**src/rtl/dual_stream_gen_pkg.sv**
```systemverilog
// Shared types and helpers for the dual stochastic stream generator.
//   state_t  : two-state controller encoding (IDLE, RUN)
//   bit_rev  : reverses the low 'width' bits of a value; the result is
//              right-aligned, so callers truncate to their own width.
package dual_stream_gen_pkg;

    typedef enum logic {
        IDLE = 1'b0,
        RUN  = 1'b1
    } state_t;

    localparam int MAX_WIDTH = 32;

    // Full-width reversal followed by a right shift.
    // This keeps every bit index constant, so the loop maps onto plain wiring.
    function automatic logic [MAX_WIDTH-1:0] bit_rev(
        input logic [MAX_WIDTH-1:0] value,
        input int unsigned          width
    );
        logic [MAX_WIDTH-1:0] full;
        for (int i = 0; i < MAX_WIDTH; i++) begin
            full[MAX_WIDTH-1-i] = value[i];
        end
        return full >> (MAX_WIDTH - width);
    endfunction

endpackage

```
**src/rtl/dual_stream_gen_unary_cmp.sv**
```systemverilog
// Unary (stochastic) bit generator: one beat of a stream is 1 when the
// binary operand exceeds the per-beat random number.
//   value : WIDTH-bit unsigned operand
//   rnd   : WIDTH-bit random/sequence number for this beat
//   gt    : value > rnd
module unary_cmp #(
    parameter int WIDTH = 8
) (
    input  logic [WIDTH-1:0] value,
    input  logic [WIDTH-1:0] rnd,
    output logic             gt
);

    assign gt = (value > rnd);

endmodule

```
**src/rtl/dual_stream_gen.sv**
```systemverilog
// Dual stochastic stream generator. Latches two binary operands and emits
// 2^WIDTH beats per stream on a valid/ready interface. Stream 0 compares
// against the beat count. Stream 1 compares against either the same count
// (correlated) or the bit-reversed count (decorrelated).
//   clk, rst_n          : clock, async active-low reset
//   clr                 : synchronous abort back to IDLE
//   in_valid / in_ready : operand load handshake (in0_bin, in1_bin, corr)
//   out_valid/out_ready : beat handshake; out0/out1 are the stream bits
//   out_last            : final beat (count = 2^WIDTH-1)
//
// state | meaning
// IDLE  | waiting for an operand load; outputs quiet, in_ready=1
// RUN   | streaming beats; the counter advances on each accepted beat
module dual_stream_gen
    import dual_stream_gen_pkg::*;
#(
    parameter int WIDTH = 8
) (
    input  logic             clk,
    input  logic             rst_n,
    input  logic             clr,
    input  logic             in_valid,
    output logic             in_ready,
    input  logic [WIDTH-1:0] in0_bin,
    input  logic [WIDTH-1:0] in1_bin,
    input  logic             corr,
    output logic             out0,
    output logic             out1,
    output logic             out_valid,
    input  logic             out_ready,
    output logic             out_last
);

    localparam logic [WIDTH-1:0] CNT_MAX = '1;

    state_t           state;
    state_t           state_nx;
    logic [WIDTH-1:0] cnt;
    logic [WIDTH-1:0] cnt_nx;
    logic [WIDTH-1:0] in0_q;
    logic [WIDTH-1:0] in1_q;
    logic             corr_q;
    logic             load;
    logic [WIDTH-1:0] cnt_rev;
    logic [WIDTH-1:0] rnd1;
    logic             gt0;
    logic             gt1;

    always_ff @(posedge clk or negedge rst_n) begin
        if (!rst_n) begin
            state  <= IDLE;
            cnt    <= '0;
            in0_q  <= '0;
            in1_q  <= '0;
            corr_q <= 1'b0;
        end else begin
            state <= state_nx;
            cnt   <= cnt_nx;
            if (load) begin
                in0_q  <= in0_bin;
                in1_q  <= in1_bin;
                corr_q <= corr;
            end
        end
    end

    // clr is tested first in both states so it wins over a load request
    // and over a final-beat handshake.
    always_comb begin
        state_nx  = state;
        cnt_nx    = cnt;
        load      = 1'b0;
        in_ready  = 1'b0;
        out_valid = 1'b0;
        out_last  = 1'b0;
        case (state)
            IDLE: begin
                in_ready = 1'b1;
                if (clr) begin
                    cnt_nx = '0;
                end else if (in_valid) begin
                    load     = 1'b1;
                    cnt_nx   = '0;
                    state_nx = RUN;
                end
            end
            RUN: begin
                out_valid = 1'b1;
                out_last  = (cnt == CNT_MAX);
                if (clr) begin
                    cnt_nx   = '0;
                    state_nx = IDLE;
                end else if (out_ready) begin
                    if (out_last) begin
                        cnt_nx   = '0;
                        state_nx = IDLE;
                    end else begin
                        cnt_nx = cnt + 1'b1;
                    end
                end
            end
            default: begin
                state_nx = IDLE;
                cnt_nx   = '0;
            end
        endcase
    end

    // The bit-reversed count visits every value once per stream, like the
    // plain count, but it is spread out. This decorrelates the two streams
    // while each stream still keeps an exact ones count.
    assign cnt_rev = WIDTH'(bit_rev(MAX_WIDTH'(cnt), WIDTH));
    assign rnd1    = corr_q ? cnt : cnt_rev;

    unary_cmp #(.WIDTH(WIDTH)) u_cmp0 (
        .value (in0_q),
        .rnd   (cnt),
        .gt    (gt0)
    );

    unary_cmp #(.WIDTH(WIDTH)) u_cmp1 (
        .value (in1_q),
        .rnd   (rnd1),
        .gt    (gt1)
    );

    assign out0 = out_valid & gt0;
    assign out1 = out_valid & gt1;

endmodule

```
**config.mk**
```make
export PLATFORM = sky130hd
export DESIGN_NAME = dual_stream_gen
export DESIGN_NICKNAME = d
export VERILOG_FILES = /design/src/rtl/dual_stream_gen_pkg.sv /design/src/rtl/dual_stream_gen_unary_cmp.sv /design/src/rtl/dual_stream_gen.sv
export SDC_FILE = /design/constraint.sdc
export NUM_CORES = 1
export LEC_CHECK = 0
export ABC_AREA = 1
export CAP_MARGIN = 10
export CELL_PAD_IN_SITES_DETAIL_PLACEMENT = 1
export CELL_PAD_IN_SITES_GLOBAL_PLACEMENT = 2
export CORE_MARGIN = 2
export CORE_UTILIZATION = 25
export CTS_BUF_LIST = sky130_fd_sc_hd__clkbuf_8
export CTS_CLUSTER_DIAMETER = 100
export DETAILED_ROUTE_END_ITERATION = 8
export PLACE_DENSITY = 0.72
export REMOVE_ABC_BUFFERS = 1
export SYNTH_ARGS = -nofsm -noshare
export SYNTH_HDL_FRONTEND = slang
export SYNTH_HIERARCHICAL = 1
export SYNTH_SLANG_ARGS = --single-unit
```
**constraint.sdc**
```tcl
create_clock -name clk -period 2.5 [get_ports clk]
set_clock_uncertainty 0.15 [all_clocks]
set_input_delay 0.625 -clock clk [delete_from_list [all_inputs] [get_ports clk]]
set_output_delay 0.625 -clock clk [all_outputs]
set_load 0.005 [all_outputs]
```
==> results.json, run 1 <==
{
  "status": "complete, but fails checks",
  "violations": "setup timing",
  "overflow": 0,
  "synthMuxAreaShare": 0.130,
  "tritoncts": "done",
  "finalCritPeriodShare": 1.08,
  "drtIter0Drc": 83,
  "finalSetupTns_ns": -0.233,
  "grt_pass1_wl_microns": 7590,
  "synth_xor_area_frac": 0,
  "core_area_sq_um": 6760,
  "yosysMostFrequentCell": "nand2_1",
  "ys_seq_area_frac": 0.376,
  "clock_sinks": 26,
  "seqPwrFrac": 0.383,
  "power_density_nw_per_um2": 530,
  "antenna_found_initial": 0,
  "layout.nets": 314,
  "synthToLayoutAreaGrowth_pct": 55.9,
  "clock_latency_ns": 0.28,
  "initial_utilization": 0.256,
  "synth_compound_area_frac": 0.0766,
  "setup_viol": 2,
  "switching_share": 0.300,
  "fin_crit_ns": 2.71,
  "arrival_ns": 1.93,
  "grt_setup_unrepaired": "yes",
  "ir_worst_vdd_v": 0.000187,
  "clockPowerShare": 0.251,
  "htreeDepth": 1,
  "hold_class": "register to register",
  "die_x_microns": 87.2,
  "clockRootBuffer": "clkbuf_8",
  "num-fill-cells": 795,
  "synth_enable_flop_cells": 0,
  "wl_microns": 4620,
  "synthTopCellsByCount": "nand2_1 (55), inv_1 (38), dfrtp_1 (26), ha_1 (17), nor2_1 (16)",
  "tightestPinTransition_ns": 0.475,
  "antenna_cells": 0,
  "grt_pass1_vias": 1604,
  "die_area_sq_um": 7610,
  "avgSynthCellArea_sq_um": 8.25,
  "pin_count": 27,
  "worstPathMaxFanout": 4,
  "final_core_util": 0.400,
  "ys_types": 18,
  "wire_per_inst_microns": 13.0,
  "yosysWarnings": 6,
  "final_antenna_net_count": 0,
  "cp-start-kind": "register",
  "worst_slack_ns": -0.208,
  "synthAdderAreaFrac": 0.123,
  "timing_hold_violations_final": 0,
  "path_class": "register to output port",
  "synthFlopType": "dfrtp_1",
  "async_flop_share": 1.00,
  "grt_usage": 0.129,
  "intPower_mw": 1.00,
  "critPathCaptureType": "output port",
  "synth_top_family_by_area": "simple AND/OR/NAND/NOR gates",
  "relSlewSlack": 0.682,
  "grt_max_degree": 27,
  "drv_cap": 0,
  "synth.largest_area_cell": "dfrtp_1",
  "vias": 1568,
  "synth_seq_cells": 26,
  "cp_data_required_time_ns": 1.73,
  "syn_area_sq_um": 1730,
  "io_buffer_count": 26,
  "rows": 30,
  "die_y_microns": 87.2,
  "drc_errors": 0,
  "clk_path_buf_depth": 2,
  "p_leak_nw": 1.25,
  "comb_power_share": 0.366,
  "slew_violations": 0,
  "dr.pass1.iters": 4,
  "synthCells": 210,
  "path_clk_slew_ns": 0.09,
  "holdWs_ns": 0.369,
  "globalplace.congestion": 0.787,
  "cts_inserted_buffers": 3,
  "p_switching_uw": 429,
  "viasPerCell": 4.43,
  "yosys-top-cells-area": "dfrtp_1 (38%), ha_1 (12%), nand2_1 (12%)",
  "max_clock_freq_mhz": 369,
  "synth_top_area_frac": 0.376,
  "synthSimpleGateAreaFrac": 0.199,
  "drive_gt1_frac": 0.398,
  "hpwl_microns": 3250
}
==> kinds of logic after synthesis <==
group	count (synthesis)
multiplexers	17
AND/OR/NAND/NOR	83
AO/OA/AOI/OAI	25
adder cells (fa/ha/maj)	17
flip-flops	26
buffers and inverters	42
==> sequential cells by signal (all words and copies together), names as in the netlist <==
name    cells
in0_q       8
corr_q      1
state       1
cnt         8
in1_q       8
==> layout make-up <==
class | count | area, sq um | share of cell area
inverter | 39 | 146 | 0.0542
multi-input combinational | 142 | 1140 | 0.424
tap | 80 | 100 | 0.0371
clock buffer | 3 | 41.3 | 0.0153
timing repair buffer | 63 | 587 | 0.217
clock inverter | 1 | 30.0 | 0.0111
sequential | 26 | 652 | 0.241
==> cell usage in the layout, fill, tap and decap left out, types with 2 or more instances in the layout <==
cell type        instances
a21o_2                   2
a21oi_1                  8
a21oi_2                  3
buf_2                    2
buf_4                   28
buf_6                    6
clkbuf_8                 3
clkdlybuf4s50_1         23
dfrtp_1                 25
ha_1                     7
ha_4                     9
inv_1                   30
inv_2                    9
mux2_2                   8
mux2_4                   9
nand2_1                 45
nand2_2                  9
nand3_1                  7
nor2_1                  12
nor2_2                   2
nor2_4                   4
o21ai_0                  5
o21ai_2                  4
o21ai_4                  2
==> power by group through the flow <==
stage,clock network (mW),logic [mW],registers [mW]
after CTS,0.380,0.490,0.547
after detailed placement,0,0.385,0.548
after global routing,0.397,0.594,0.557
after global placement,0,0.373,0.546
final,0.359,0.524,0.547
after floorplan,0,0.251,0.529
==> metrics by stage <==
stage          power [mW]  cell area (sq um)  setup slack [ns]  instances
2_1_floorplan       0.780               1710             0.270        207
3_3_place_gp        0.919               2240            -0.408        335
3_5_place_dp        0.933               2240            -0.456        335
4_1_cts              1.42               2580            -0.260        352
5_1_grt              1.55               2700            -0.359        354
6_report             1.43               2700            -0.208        354
==> metal layers <==
layer	vias up	wire length (microns)	GRT usage
met2	21	2280	0.226
li1	793	-	-
met5	-	0	0
met3	6	150	0.0284
met4	0	74	0.0336
met1	748	2110	0.161
==> final timing paths <==
| path | to | cells after the start | slack [ns] | start |
|---|---|---|---|---|
| max in group asynchronous | corr_q$_DFFE_PN0P_ | 2 | 1.33 | rst_n |
| min in group asynchronous | in0_q[1]$_DFFE_PN0P_ | 2 | 0.57 | rst_n |
| max reg2reg | cnt[5]$_DFFE_PN0P_ | 7 | 0.78 | state$_DFF_PN0_ |
| min reg2reg | in1_q[0]$_DFFE_PN0P_ | 1 | 0.37 | in1_q[0]$_DFFE_PN0P_ |
| max | out1 | 12 | -0.21 | corr_q$_DFFE_PN0P_ |
| min | in1_q[0]$_DFFE_PN0P_ | 1 | 0.37 | in1_q[0]$_DFFE_PN0P_ |
==> what timing repair did <==
item / 4_1_cts / 5_1_grt
hold buffers: 0 / 0
gates resized for setup: 49 / 28
setup buffers: 12 / 2
gates cloned: 1 / 0
endpoints found under the setup margin: 3 / 3
pin swaps: 19 / 15
==> worst max-delay path, stage by stage (launching register included) <==
cell and delay [ns]:
dfrtp_2 0.47, clkbuf_16 0.17, o21ai_2 0.09, inv_1 0.05
ha_1 0.28, nand2_2 0.08, nor2_4 0.12, nand3_2 0.07
nor2_2 0.09, a21oi_2 0.03, nand2_1 0.06, inv_1 0.04
buf_2 0.11
No activity file was read; power rests on OpenSTA's default activity.
==> run 2, diff against run 1 <==
- PLACE_DENSITY: 0.72 -> 0.66
==> results.json, run 2 (same netlist as run 1, synthesis figures left out) <==
{
  "status": "complete, but fails checks",
  "violations": "setup timing",
  "dr.pass1.iters": 4,
  "power_density_nw_per_um2": 543,
  "worstPathMaxFanout": 7,
  "max_clock_freq_mhz": 366,
  "drc_errors": 0,
  "ir_worst_vdd_v": 0.000302,
  "finalCritPeriodShare": 1.09,
  "mostFrequentLayoutCell": "nand2_1",
  "htreeDepth": 1,
  "grt_pass1_vias": 1707,
  "core_area_sq_um": 6760,
  "tritoncts": "done",
  "slew_violations": 0,
  "path_class": "register to output port",
  "hold_class": "register to register",
  "viasPerCell": 4.45,
  "worst_slack_ns": -0.233,
  "pre_cts_slack_ns": -0.452,
  "wire_per_inst_microns": 14.3,
  "final_cells": 350,
  "drive_gt1_frac": 0.396,
  "vias": 1557,
  "num-fill-cells": 793,
  "cp_data_required_time_ns": 1.73,
  "timing_hold_violations_final": 0,
  "overflow": 0,
  "rows": 30,
  "tightestPinTransition_ns": 0.492,
  "antenna_cells": 0,
  "die_y_microns": 87.2,
  "cp-start-kind": "register",
  "grt_pass1_wl_microns": 8120,
  "p_leak_nw": 1.23,
  "path_clk_slew_ns": 0.10,
  "antenna_found_initial": 0,
  "relSlewSlack": 0.671,
  "final_cell_mix": "nand2_1 (47), inv_1 (29), buf_4 (26)",
  "die_area_sq_um": 7610,
  "clockRootBuffer": "clkbuf_8",
  "arrival_ns": 1.96,
  "grt_setup_unrepaired": "yes",
  "grt_usage": 0.140,
  "dp.cells": 334,
  "die_x_microns": 87.2,
  "wl_microns": 4990,
  "cts_inserted_buffers": 3,
  "initial_utilization": 0.256,
  "synthToLayoutAreaGrowth_pct": 55.7,
  "final_antenna_net_count": 0,
  "top_regs": "cnt: 8 flops, in0_q: 8 flops, in1_q: 8 flops",
  "clock_sinks": 26,
  "fin_crit_ns": 2.73,
  "setup_viol": 2,
  "clock_latency_ns": 0.29,
  "clk_path_buf_depth": 2,
  "layout.nets": 310,
  "globalplace.congestion": 0.735,
  "drv_cap": 0,
  "hpwl_microns": 3290,
  "pin_count": 27,
  "critPathCaptureType": "output port",
  "io_buffer_count": 26,
  "cts_hold_buffers": 0,
  "grt_max_degree": 27,
  "drtIter0Drc": 27
}
==> run 2: cell count changes in the layout (fill, tap and decap cells not counted), sizes merged <==
cell    change
buf         -3
clkbuf      -1
==> run 2: worst paths after layout <==
kind / slack [ns] / cells after the start / startpoint / to
max: -0.23 / 12 / corr_q$_DFFE_PN0P_ / out1
min: 0.37 / 1 / in1_q[0]$_DFFE_PN0P_ / in1_q[0]$_DFFE_PN0P_
max reg2reg: 0.79 / 10 / cnt[2]$_DFFE_PN0P_ / cnt[5]$_DFFE_PN0P_
min reg2reg: 0.37 / 1 / in1_q[0]$_DFFE_PN0P_ / in1_q[0]$_DFFE_PN0P_
max in group asynchronous: 1.34 / 2 / rst_n / corr_q$_DFFE_PN0P_
min in group asynchronous: 0.56 / 2 / rst_n / in1_q[4]$_DFFE_PN0P_
==> run 2: timing repair <==
item	in CTS	in global routing
resized for setup	50	30
setup buffers	11	3
pin swaps	17	11
cloned	0	0
setup endpoints to repair	3	3
==> run 2: report_power, final <==
group / internal (mW) / switching [mW] / leakage (nW)
combinational: 0.308 / 0.232 / 0.869
clock: 0.215 / 0.158 / 0.0357
sequential: 0.484 / 0.0667 / 0.323
==> run 2: area by class of cell <==
cell class                      count  area [sq um]  share of cell area
Clock buffer                        3          41.3              0.0153
Sequential cell                    26           652               0.242
Tap cell                           80           100              0.0371
Timing Repair Buffer               59           532               0.197
Clock inverter                      1          30.0              0.0111
Inverter                           39           154              0.0571
Multi-Input combinational cell    142          1190               0.440
==> run 2: through the flow <==
step	cell area [sq um]	total power, mW	hold WS (ns)	setup TNS (ns)	util
after global routing	2700	1.57	0.410	-0.514	0.399
after floorplan	1710	0.780	0.179	0	-
final	2700	1.46	0.370	-0.275	0.399
after CTS	2560	1.42	0.370	-0.304	0.379
after detailed placement	2230	0.924	0.344	-0.617	0.330
after global placement	2230	0.915	0.341	-0.604	0.330
==> run 2: worst max-delay path: stages, from the launching register on <==
cell and delay (ns):
dfrtp_2 0.47, buf_12 0.16, o21ai_2 0.12, inv_1 0.08, ha_4 0.27, nand2_2 0.06
nor2_4 0.10, nand3_2 0.09, nor2_4 0.09, a21oi_2 0.03, nand2_1 0.06, inv_1 0.04
buf_2 0.11
==> run 2: metal layers <==
metal  wire [microns]  vias to the layer above  global-route usage  share of wire
li1                 -                      786                   -              -
met1             2240                      741               0.164           0.45
met2             2490                       20               0.253           0.50
met3              164                       10              0.0341          0.033
met4              101                        0              0.0434          0.020
met5                0                        -                   0              0
